==> config.mk <==
export PLATFORM = sky130hd
export DESIGN_NAME = fp16_mul_pipe_flat
export DESIGN_NICKNAME = d
export VERILOG_FILES = /design/src/rtl/fp16_mul_pipe_if.sv /design/src/rtl/fp16_mul_pipe.sv /design/src/flat_wrapper.sv
export SDC_FILE = /design/constraint.sdc
export NUM_CORES = 1
export LEC_CHECK = 0
export ABC_AREA = 0
export BUFFER_PORTS_ARGS = -buffer_cell sky130_fd_sc_hd__buf_2
export CORE_MARGIN = 2
export CORE_UTILIZATION = 51
export DETAILED_ROUTE_END_ITERATION = 10
export PLACE_DENSITY_LB_ADDON = 0.15
export REMOVE_ABC_BUFFERS = 1
export SLEW_MARGIN = 40
export SYNTH_ARGS = -nofsm -noshare
export SYNTH_HDL_FRONTEND = slang
export SYNTH_SLANG_ARGS = --single-unit
==> constraint.sdc <==
create_clock -name clk -period 4.7 [get_ports clk]
set_clock_uncertainty 0.15 [all_clocks]
set_input_delay 0.235 -clock clk [delete_from_list [all_inputs] [get_ports clk]]
set_output_delay 0.235 -clock clk [all_outputs]
set_load 0.01 [all_outputs]
==> src/rtl/fp16_mul_pipe_if.sv <==
// Operand/result bundle for the FP16 multiplier pipeline.
//   A, B     : binary16 operands, driven by the master every cycle
//   Mul_Out  : binary16 product, driven by the multiplier (slave)
interface fp16_mul_pipe_if;
    logic [15:0] A;
    logic [15:0] B;
    logic [15:0] Mul_Out;

    modport master (output A, output B, input Mul_Out);
    modport slave  (input A, input B, output Mul_Out);
endinterface

==> src/rtl/fp16_mul_pipe.sv <==
// Six-stage pipelined IEEE-754 binary16 multiplier, Mul_Out = A * B.
// Operands sampled on edge N produce a result on Mul_Out right after edge N+5.
// One operand pair per cycle, no stall. Subnormal inputs and outputs flush to zero.
// Ports:
//   clk  : clock, rising edge
//   rst  : synchronous active-high reset, clears every stage
//   bus  : slave side of fp16_mul_pipe_if (A, B in; Mul_Out out)
module fp16_mul_pipe (
    input  logic           clk,
    input  logic           rst,
    fp16_mul_pipe_if.slave bus
);

    // S1: operand capture
    logic [15:0] a_q, a_d, b_q, b_d;

    // Class flags ride alongside the data: nan, zero, inf
    // S2: unpack / classify
    logic              s2_sign_q, s2_sign_d;
    logic signed [6:0] s2_exp_q, s2_exp_d;
    logic [10:0]       s2_ma_q, s2_ma_d, s2_mb_q, s2_mb_d;
    logic              s2_nan_q, s2_nan_d, s2_zero_q, s2_zero_d, s2_inf_q, s2_inf_d;

    // S3: mantissa product
    logic              s3_sign_q, s3_sign_d;
    logic signed [6:0] s3_exp_q, s3_exp_d;
    logic [21:0]       s3_prod_q, s3_prod_d;
    logic              s3_nan_q, s3_nan_d, s3_zero_q, s3_zero_d, s3_inf_q, s3_inf_d;

    // S4: normalized mantissa plus guard/round/sticky
    logic              s4_sign_q, s4_sign_d;
    logic signed [6:0] s4_exp_q, s4_exp_d;
    logic [10:0]       s4_mant_q, s4_mant_d;
    logic              s4_g_q, s4_g_d, s4_r_q, s4_r_d, s4_s_q, s4_s_d;
    logic              s4_nan_q, s4_nan_d, s4_zero_q, s4_zero_d, s4_inf_q, s4_inf_d;

    // S5: rounded fraction
    logic              s5_sign_q, s5_sign_d;
    logic signed [6:0] s5_exp_q, s5_exp_d;
    logic [9:0]        s5_frac_q, s5_frac_d;
    logic              s5_nan_q, s5_nan_d, s5_zero_q, s5_zero_d, s5_inf_q, s5_inf_d;

    // S6: packed result
    logic [15:0] out_q, out_d;

    // Stage-local combinational helpers
    logic        a_zero, b_zero, a_inf, b_inf, a_nan, b_nan;
    logic [21:0] norm;
    logic        round_up;
    logic [11:0] rsum;

    always_comb begin
        // S1
        a_d = bus.A;
        b_d = bus.B;

        // S2: exponent field 0 (zero or subnormal) is treated as zero
        a_zero = (a_q[14:10] == 5'd0);
        b_zero = (b_q[14:10] == 5'd0);
        a_inf  = (a_q[14:10] == 5'd31) && (a_q[9:0] == 10'd0);
        b_inf  = (b_q[14:10] == 5'd31) && (b_q[9:0] == 10'd0);
        a_nan  = (a_q[14:10] == 5'd31) && (a_q[9:0] != 10'd0);
        b_nan  = (b_q[14:10] == 5'd31) && (b_q[9:0] != 10'd0);
        s2_sign_d = a_q[15] ^ b_q[15];
        s2_exp_d  = $signed({2'b00, a_q[14:10]}) + $signed({2'b00, b_q[14:10]}) - 7'sd15;
        s2_ma_d   = {1'b1, a_q[9:0]};
        s2_mb_d   = {1'b1, b_q[9:0]};
        s2_nan_d  = a_nan | b_nan | (a_inf & b_zero) | (b_inf & a_zero);
        s2_zero_d = a_zero | b_zero;
        s2_inf_d  = a_inf | b_inf;

        // S3
        s3_sign_d = s2_sign_q;
        s3_exp_d  = s2_exp_q;
        s3_prod_d = s2_ma_q * s2_mb_q;
        s3_nan_d  = s2_nan_q;
        s3_zero_d = s2_zero_q;
        s3_inf_d  = s2_inf_q;

        // S4: product of two 1.x values lies in [1,4); align leading one to bit 21
        if (s3_prod_q[21]) begin
            norm     = s3_prod_q;
            s4_exp_d = s3_exp_q + 7'sd1;
        end else begin
            norm     = {s3_prod_q[20:0], 1'b0};
            s4_exp_d = s3_exp_q;
        end
        s4_sign_d = s3_sign_q;
        s4_mant_d = norm[21:11];
        s4_g_d    = norm[10];
        s4_r_d    = norm[9];
        s4_s_d    = |norm[8:0];
        s4_nan_d  = s3_nan_q;
        s4_zero_d = s3_zero_q;
        s4_inf_d  = s3_inf_q;

        // S5: round to nearest, ties to even
        round_up  = s4_g_q & (s4_r_q | s4_s_q | s4_mant_q[0]);
        rsum      = {1'b0, s4_mant_q} + {11'd0, round_up};
        s5_sign_d = s4_sign_q;
        if (rsum[11]) begin
            // 1.111..1 rounded up to 10.000..0
            s5_frac_d = rsum[10:1];
            s5_exp_d  = s4_exp_q + 7'sd1;
        end else begin
            s5_frac_d = rsum[9:0];
            s5_exp_d  = s4_exp_q;
        end
        s5_nan_d  = s4_nan_q;
        s5_zero_d = s4_zero_q;
        s5_inf_d  = s4_inf_q;

        // S6: specials in priority order NaN > zero > Inf > overflow > underflow
        if (s5_nan_q) begin
            out_d = 16'h7E00;
        end else if (s5_zero_q) begin
            out_d = 16'h0000;
        end else if (s5_inf_q || (s5_exp_q >= 7'sd31)) begin
            out_d = {s5_sign_q, 15'h7C00};
        end else if (s5_exp_q <= 7'sd0) begin
            out_d = 16'h0000;
        end else begin
            out_d = {s5_sign_q, s5_exp_q[4:0], s5_frac_q};
        end
    end

    always_ff @(posedge clk) begin
        if (rst) begin
            a_q <= '0; b_q <= '0;
            s2_sign_q <= 1'b0; s2_exp_q <= '0; s2_ma_q <= '0; s2_mb_q <= '0;
            s2_nan_q <= 1'b0; s2_zero_q <= 1'b0; s2_inf_q <= 1'b0;
            s3_sign_q <= 1'b0; s3_exp_q <= '0; s3_prod_q <= '0;
            s3_nan_q <= 1'b0; s3_zero_q <= 1'b0; s3_inf_q <= 1'b0;
            s4_sign_q <= 1'b0; s4_exp_q <= '0; s4_mant_q <= '0;
            s4_g_q <= 1'b0; s4_r_q <= 1'b0; s4_s_q <= 1'b0;
            s4_nan_q <= 1'b0; s4_zero_q <= 1'b0; s4_inf_q <= 1'b0;
            s5_sign_q <= 1'b0; s5_exp_q <= '0; s5_frac_q <= '0;
            s5_nan_q <= 1'b0; s5_zero_q <= 1'b0; s5_inf_q <= 1'b0;
            out_q <= '0;
        end else begin
            a_q <= a_d; b_q <= b_d;
            s2_sign_q <= s2_sign_d; s2_exp_q <= s2_exp_d; s2_ma_q <= s2_ma_d;
            s2_mb_q <= s2_mb_d;
            s2_nan_q <= s2_nan_d; s2_zero_q <= s2_zero_d; s2_inf_q <= s2_inf_d;
            s3_sign_q <= s3_sign_d; s3_exp_q <= s3_exp_d; s3_prod_q <= s3_prod_d;
            s3_nan_q <= s3_nan_d; s3_zero_q <= s3_zero_d; s3_inf_q <= s3_inf_d;
            s4_sign_q <= s4_sign_d; s4_exp_q <= s4_exp_d; s4_mant_q <= s4_mant_d;
            s4_g_q <= s4_g_d; s4_r_q <= s4_r_d; s4_s_q <= s4_s_d;
            s4_nan_q <= s4_nan_d; s4_zero_q <= s4_zero_d; s4_inf_q <= s4_inf_d;
            s5_sign_q <= s5_sign_d; s5_exp_q <= s5_exp_d; s5_frac_q <= s5_frac_d;
            s5_nan_q <= s5_nan_d; s5_zero_q <= s5_zero_d; s5_inf_q <= s5_inf_d;
            out_q <= out_d;
        end
    end

    assign bus.Mul_Out = out_q;

endmodule

==> src/flat_wrapper.sv <==
// flat-port wrapper written by rule: the top's interface ports become plain ports
module fp16_mul_pipe_flat 
  (clk, rst, bus_A, bus_B, bus_Mul_Out);
  fp16_mul_pipe_if bus_i ();
  input  logic clk;
  input  logic rst;
  input wire logic [$bits(bus_i.A)-1:0] bus_A;
  input wire logic [$bits(bus_i.B)-1:0] bus_B;
  output wire logic [$bits(bus_i.Mul_Out)-1:0] bus_Mul_Out;
  assign bus_i.A = bus_A;
  assign bus_i.B = bus_B;
  assign bus_Mul_Out = bus_i.Mul_Out;
  fp16_mul_pipe u_core (.clk(clk), .rst(rst), .bus(bus_i));
endmodule
* After elaboration in Yosys (flattened, before gate mapping)
Cells that the tools add are included.
Storage, ports and cells: register bits 160, input bits 34
Cells by class: add/subtract/negate cells 5, bitwise logic cells 11, multiplexer cells 10, $mul 1, equality and inequality tests 2, order comparisons 2, reductions and logical operators 14
Operators by type and width (number):
- $mux W16 | 2
- $mux W15 | 2
- $mul A11 B11 Y22 | 1
- $mux W11 | 2
- $mux W22 | 1
- $logic_not A10 Y1 | 2
- $reduce_bool A10 Y1 | 2
- $add A7 B2 Y7 const B | 2
- $mux W7 | 2
- $add A11 B1 Y12 | 1
- $eq A5 B5 Y1 const B | 2
- $logic_not A5 Y1 | 2
- $mux W10 | 1
- $reduce_or A9 Y1 | 1
- $ge A7 B6 Y1 const B | 1
- $le A7 B1 Y1 const B | 1
- $or A1 B1 Y1 | 7
- $sub A7 B5 Y7 const B | 1
- $add A5 B5 Y6 | 1
- $reduce_or A5 Y1 | 1
- $logic_and A1 B1 Y1 | 4
- $and A1 B1 Y1 | 3
- $reduce_or A3 Y1 | 1
- $logic_or A1 B1 Y1 | 1
- $xor A1 B1 Y1 | 1

* Longest topological paths before layout
word-level depth 5, depth in mapped cells 19, gate-level depth less buffers 18

* Worst setup path after synthesis
OpenSTA, ideal clock, no wires.
path kind reg2reg, from register u_core.s2_mb_q[10], to register u_core.s3_prod_q[21], required time 4419 ps, data arrival time 4799 ps, path buffers 1, period minus slack after synthesis 5080 ps, setup slack -380 ps, cell stages (with the launch flop) 17, path through dfxtp_1 clkbuf_1 and2_1 fa_1 fa_1 fa_1 fa_1 inv_1 fa_1 inv_1 ha_1 a21oi_1 nor2_1 a2111oi_2 o21ai_0 a211oi_1 o31ai_1
Between the ends: cells in the longest elaborated chain, start to end 1
RTL lines:
- start: declaration | RTL line fp16_mul_pipe.sv:21 | logic [10:0] s2_ma_q, s2_ma_d, s2_mb_q, s2_mb_d;
- start signal: assignment | RTL line fp16_mul_pipe.sv:143 | s2_mb_q <= s2_mb_d;
- $mul A11 B11 Y22 | RTL line fp16_mul_pipe.sv:75 | s3_prod_d = s2_ma_q * s2_mb_q;
- end signal: assignment | RTL line fp16_mul_pipe.sv:145 | s3_sign_q <= s3_sign_d; s3_exp_q <= s3_exp_d; s3_prod_q <= s3_prod_d;
- end: declaration | RTL line fp16_mul_pipe.sv:27 | logic [21:0] s3_prod_q, s3_prod_d;
Every way passes these cells. A chain may end at the register's enable or synchronous reset.

* Final worst setup path
from register u_core.s2_ma_q[8], to register u_core.s3_prod_q[21]
Between the ends: cells in the longest elaborated chain, start to end 1
RTL lines:
- start: declaration | RTL line fp16_mul_pipe.sv:21
- start signal: assignment | RTL line fp16_mul_pipe.sv:142 | s2_sign_q <= s2_sign_d; s2_exp_q <= s2_exp_d; s2_ma_q <= s2_ma_d;
- $mul A11 B11 Y22 | RTL line fp16_mul_pipe.sv:75
Every way passes these cells.

==> impl_metrics.tcl <==
set metrics [dict create \
    status "finished, violations left" \
    violations "setup timing" \
    worst_ep_required_time_ps 4840 \
    dr.pass1.iters 4 \
    synth-seq-area-share_pct 34.5 \
    rows 49 \
    cts_tree "done" \
    die_x_um 139 \
    grt_pass1_vias 6527 \
    multi_input_area_um2 5880 \
    start_util_pct 51.7 \
    grt_pass1_wl_mm 29.7 \
    postLayoutSetupSlackWorst_ps -73.4 \
    hold_viol 0 \
    final_cell_mix "dfxtp_1 (141), inv_1 (110), nor2b_1 (76), buf_4 (76), nor2_1 (75)" \
    gp_congestion 0.888 \
    htreeDepth 4 \
    cts-root-buf "clkbuf_16" \
    path_max_fanout 3 \
    synth_top_family_by_area "adder cells" \
    ir_drop_uv 272 \
    layout.nets 1308 \
    drive_gt1_share_pct 23.0 \
    min_path_cells 2 \
    clockBufferDepth 2 \
    avgViaCountPerCell 4.86 \
    syn_avg_cell_area_um2 9.41 \
    insertion_delay_ps 430 \
    tns_ps -125 \
    slowest_delay_ps 530 \
    fillers 1383 \
    final_common_cell "dfxtp_1" \
    grt_max_degree 70 \
    ys_types 49 \
    clk_pin_slew_ps 60 \
    power_mw 3.10 \
    arrival_ps 4910 \
    drtIter0Drc 224 \
    critical_path_buf_inv_count 4 \
    slowest_stage "fa_1" \
    syn_area_um2 9230 \
    pwr_density_cell_nw_per_um2 265 \
    crit_chain "buf_4 > nand2_2 > fa_1 > inv_1 > fa_1 > fa_1 > fa_1 > inv_1 > fa_1 > inv_2 > ha_4 > a21oi_4 > nor2_4 > a2111oi_4 > o21ai_2 > a211oi_2 > o31ai_2" \
    ios 50 \
    max_cap_violations 0 \
    fp.dieH_um 139 \
    ys_ff_latch 159 \
    fin_util_pct 65.5 \
    post-route-drc-count 0 \
    async_flop_share_pct 0 \
    hp-class "primary input to flip-flop" \
    synthSimpleGateAreaFrac_pct 21.1 \
    max_slew_margin_pct 55.0 \
    critPathTopFamily "adder cells" \
    synth_compound_area_share_pct 5.71 \
    io_buffers 49 \
    synthFlopType "dfxtp_1" \
    cp.depth 17 \
    worst_setup_path_end_kind "flip-flop" \
    totalWireLength_mm 17.9 \
    rr_worst_depth 17 \
    cp_common_cell "fa_1" \
    leakagePower_nw 5.30 \
    detail-route-antenna-nets 0 \
    fp.dieArea_um2 19200 \
    globalRouteTotalUtil_pct 19.0 \
    startpoint_type "flip-flop" \
    yosys-top-cells-area "dfxtp_1 (34%), fa_1 (18%), ha_1 (9.4%), nor2b_1 (5.2%), and2_1 (4.9%)" \
    yosys_warnings 0 \
    syn_inst 981 \
    synth_top_area_share_pct 34.5 \
    numClockSinks 159 \
    fp.coreArea_um2 17800 \
    antenna_found_initial 0 \
    report.final.slew_viol_count 0 \
    seq_area_um2 3240 \
    post-place-ws_ps -390 \
    timing_worst_setup_path_type "flip-flop to flip-flop" \
    vias 6632 \
    post-dp-hpwl_mm 13.1 \
    rsz0062_at_grt "yes" \
    max_freq_mhz 209 \
    synth_mux_area_share_pct 1.52 \
    finalCritPeriodShare_pct 102 \
    synth_top_cell_by_area "dfxtp_1" \
    diodes 0 \
    fin_crit_ps 4770 \
    synth_edf_count 0 \
    grt-ovfl-total 0 \
    synth_adder_area_share_pct 26.9 \
    avgRoutedWirePerCell_um 13.1 \
    synth_xor_area_share_pct 3.61 \
    cts_buffers 17 \
    synthToLayoutAreaGrowth_pct 26.7 \
    setup_viol 3 \
    tightest_slew_ps 675 \
]
-- worst reg2reg max path: stages, from the launching register on --
cell and delay (ps):
dfxtp_4 380, buf_4 120, nand2_2 60, fa_1 530, inv_1 50, fa_1 480
fa_1 510, fa_1 490, inv_1 50, fa_1 490, inv_2 40, ha_4 230
a21oi_4 160, nor2_4 50, a2111oi_4 360, o21ai_2 130, a211oi_2 270, o31ai_2 90
-- cell families after synthesis --
kind of cell | Yosys count
buf+inv | 163
compound gates | 84
simple gates | 373
flops | 159
mux | 14
fa+ha+maj | 150
xor+xnor | 38
-- sequential cells by signal, summed over array words and instances, names as in the netlist, 7 cells and up --
name	count
u_core.s2_ma_q	10
u_core.s4_mant_q	11
u_core.s2_mb_q	11
u_core.s3_prod_q	22
u_core.bus.Mul_Out	16
u_core.s5_frac_q	10
u_core.s4_exp_q	7
u_core.s5_exp_q	7
u_core.b_q	16
u_core.s3_exp_q	7
u_core.s2_exp_q	7
u_core.a_q	16
-- report_power, final --
part	total, mW	leakage (nW)	internal [mW]	switching, mW
Combinational	0.366	3.72	0.189	0.177
Clock	1.29	0.266	0.748	0.539
Sequential	1.45	1.31	1.41	0.0404
-- layer usage --
metal | global-route usage, % | wire length (µm)
met1 | 23.5 | 8100
met2 | 33.4 | 8940
met3 | 4.02 | 539
met4 | 5.96 | 322
met5 | 0 | 0
-- Yosys cell counts (7+ instances only) --
cell type	count
nor2_1	76
clkbuf_1	36
a21o_1	7
nor4_1	9
nor2b_1	76
dfxtp_1	159
fa_1	81
xor2_1	20
ha_1	69
nand2_1	85
nor3_1	12
and2_1	73
xnor2_1	18
nand3_1	11
o21ai_0	15
a21oi_1	33
nand4_1	9
inv_1	119
mux2i_1	14
-- per-stage QoR --
step / hold slack (ps) / cell area [µm²] / cells
2_1_floorplan: 152 / 9060 / 937
3_3_place_gp: 257 / 10200 / 1289
3_5_place_dp: 260 / 10200 / 1289
4_1_cts: 111 / 11500 / 1363
5_1_grt: 141 / 11700 / 1365
6_report: 130 / 11700 / 1365
-- what timing repair did --
item	4_1_cts	5_1_grt
endpoints found under the hold margin	32	0
gates resized for setup	90	47
buffers inserted	11	2
hold buffers	32	0
cloned	0	0
pin swaps	44	41
setup endpoints to repair	10	12
-- final cells by class --
type / count / share of cell area (%)
clock buffers: 21 / 3.85
flip-flops and latches: 159 / 27.7
clock inverters: 10 / 0.899
repair buffers: 168 / 11.0
inverters: 119 / 3.82
multi-input cells: 659 / 50.3
well taps: 229 / 2.45
-- path summary, 6_finish.rpt --
check,start,end,slack [ps]
worst max-delay path,u_core.s2_ma_q[8],u_core.s3_prod_q[21],-70
worst min-delay path,rst,u_core.s3_exp_q[4],130
worst max register to register,u_core.s2_ma_q[8],u_core.s3_prod_q[21],-70
worst min register to register,u_core.s5_sign_q,u_core.bus.Mul_Out[15],270
Power figures use the tool's default switching activity.
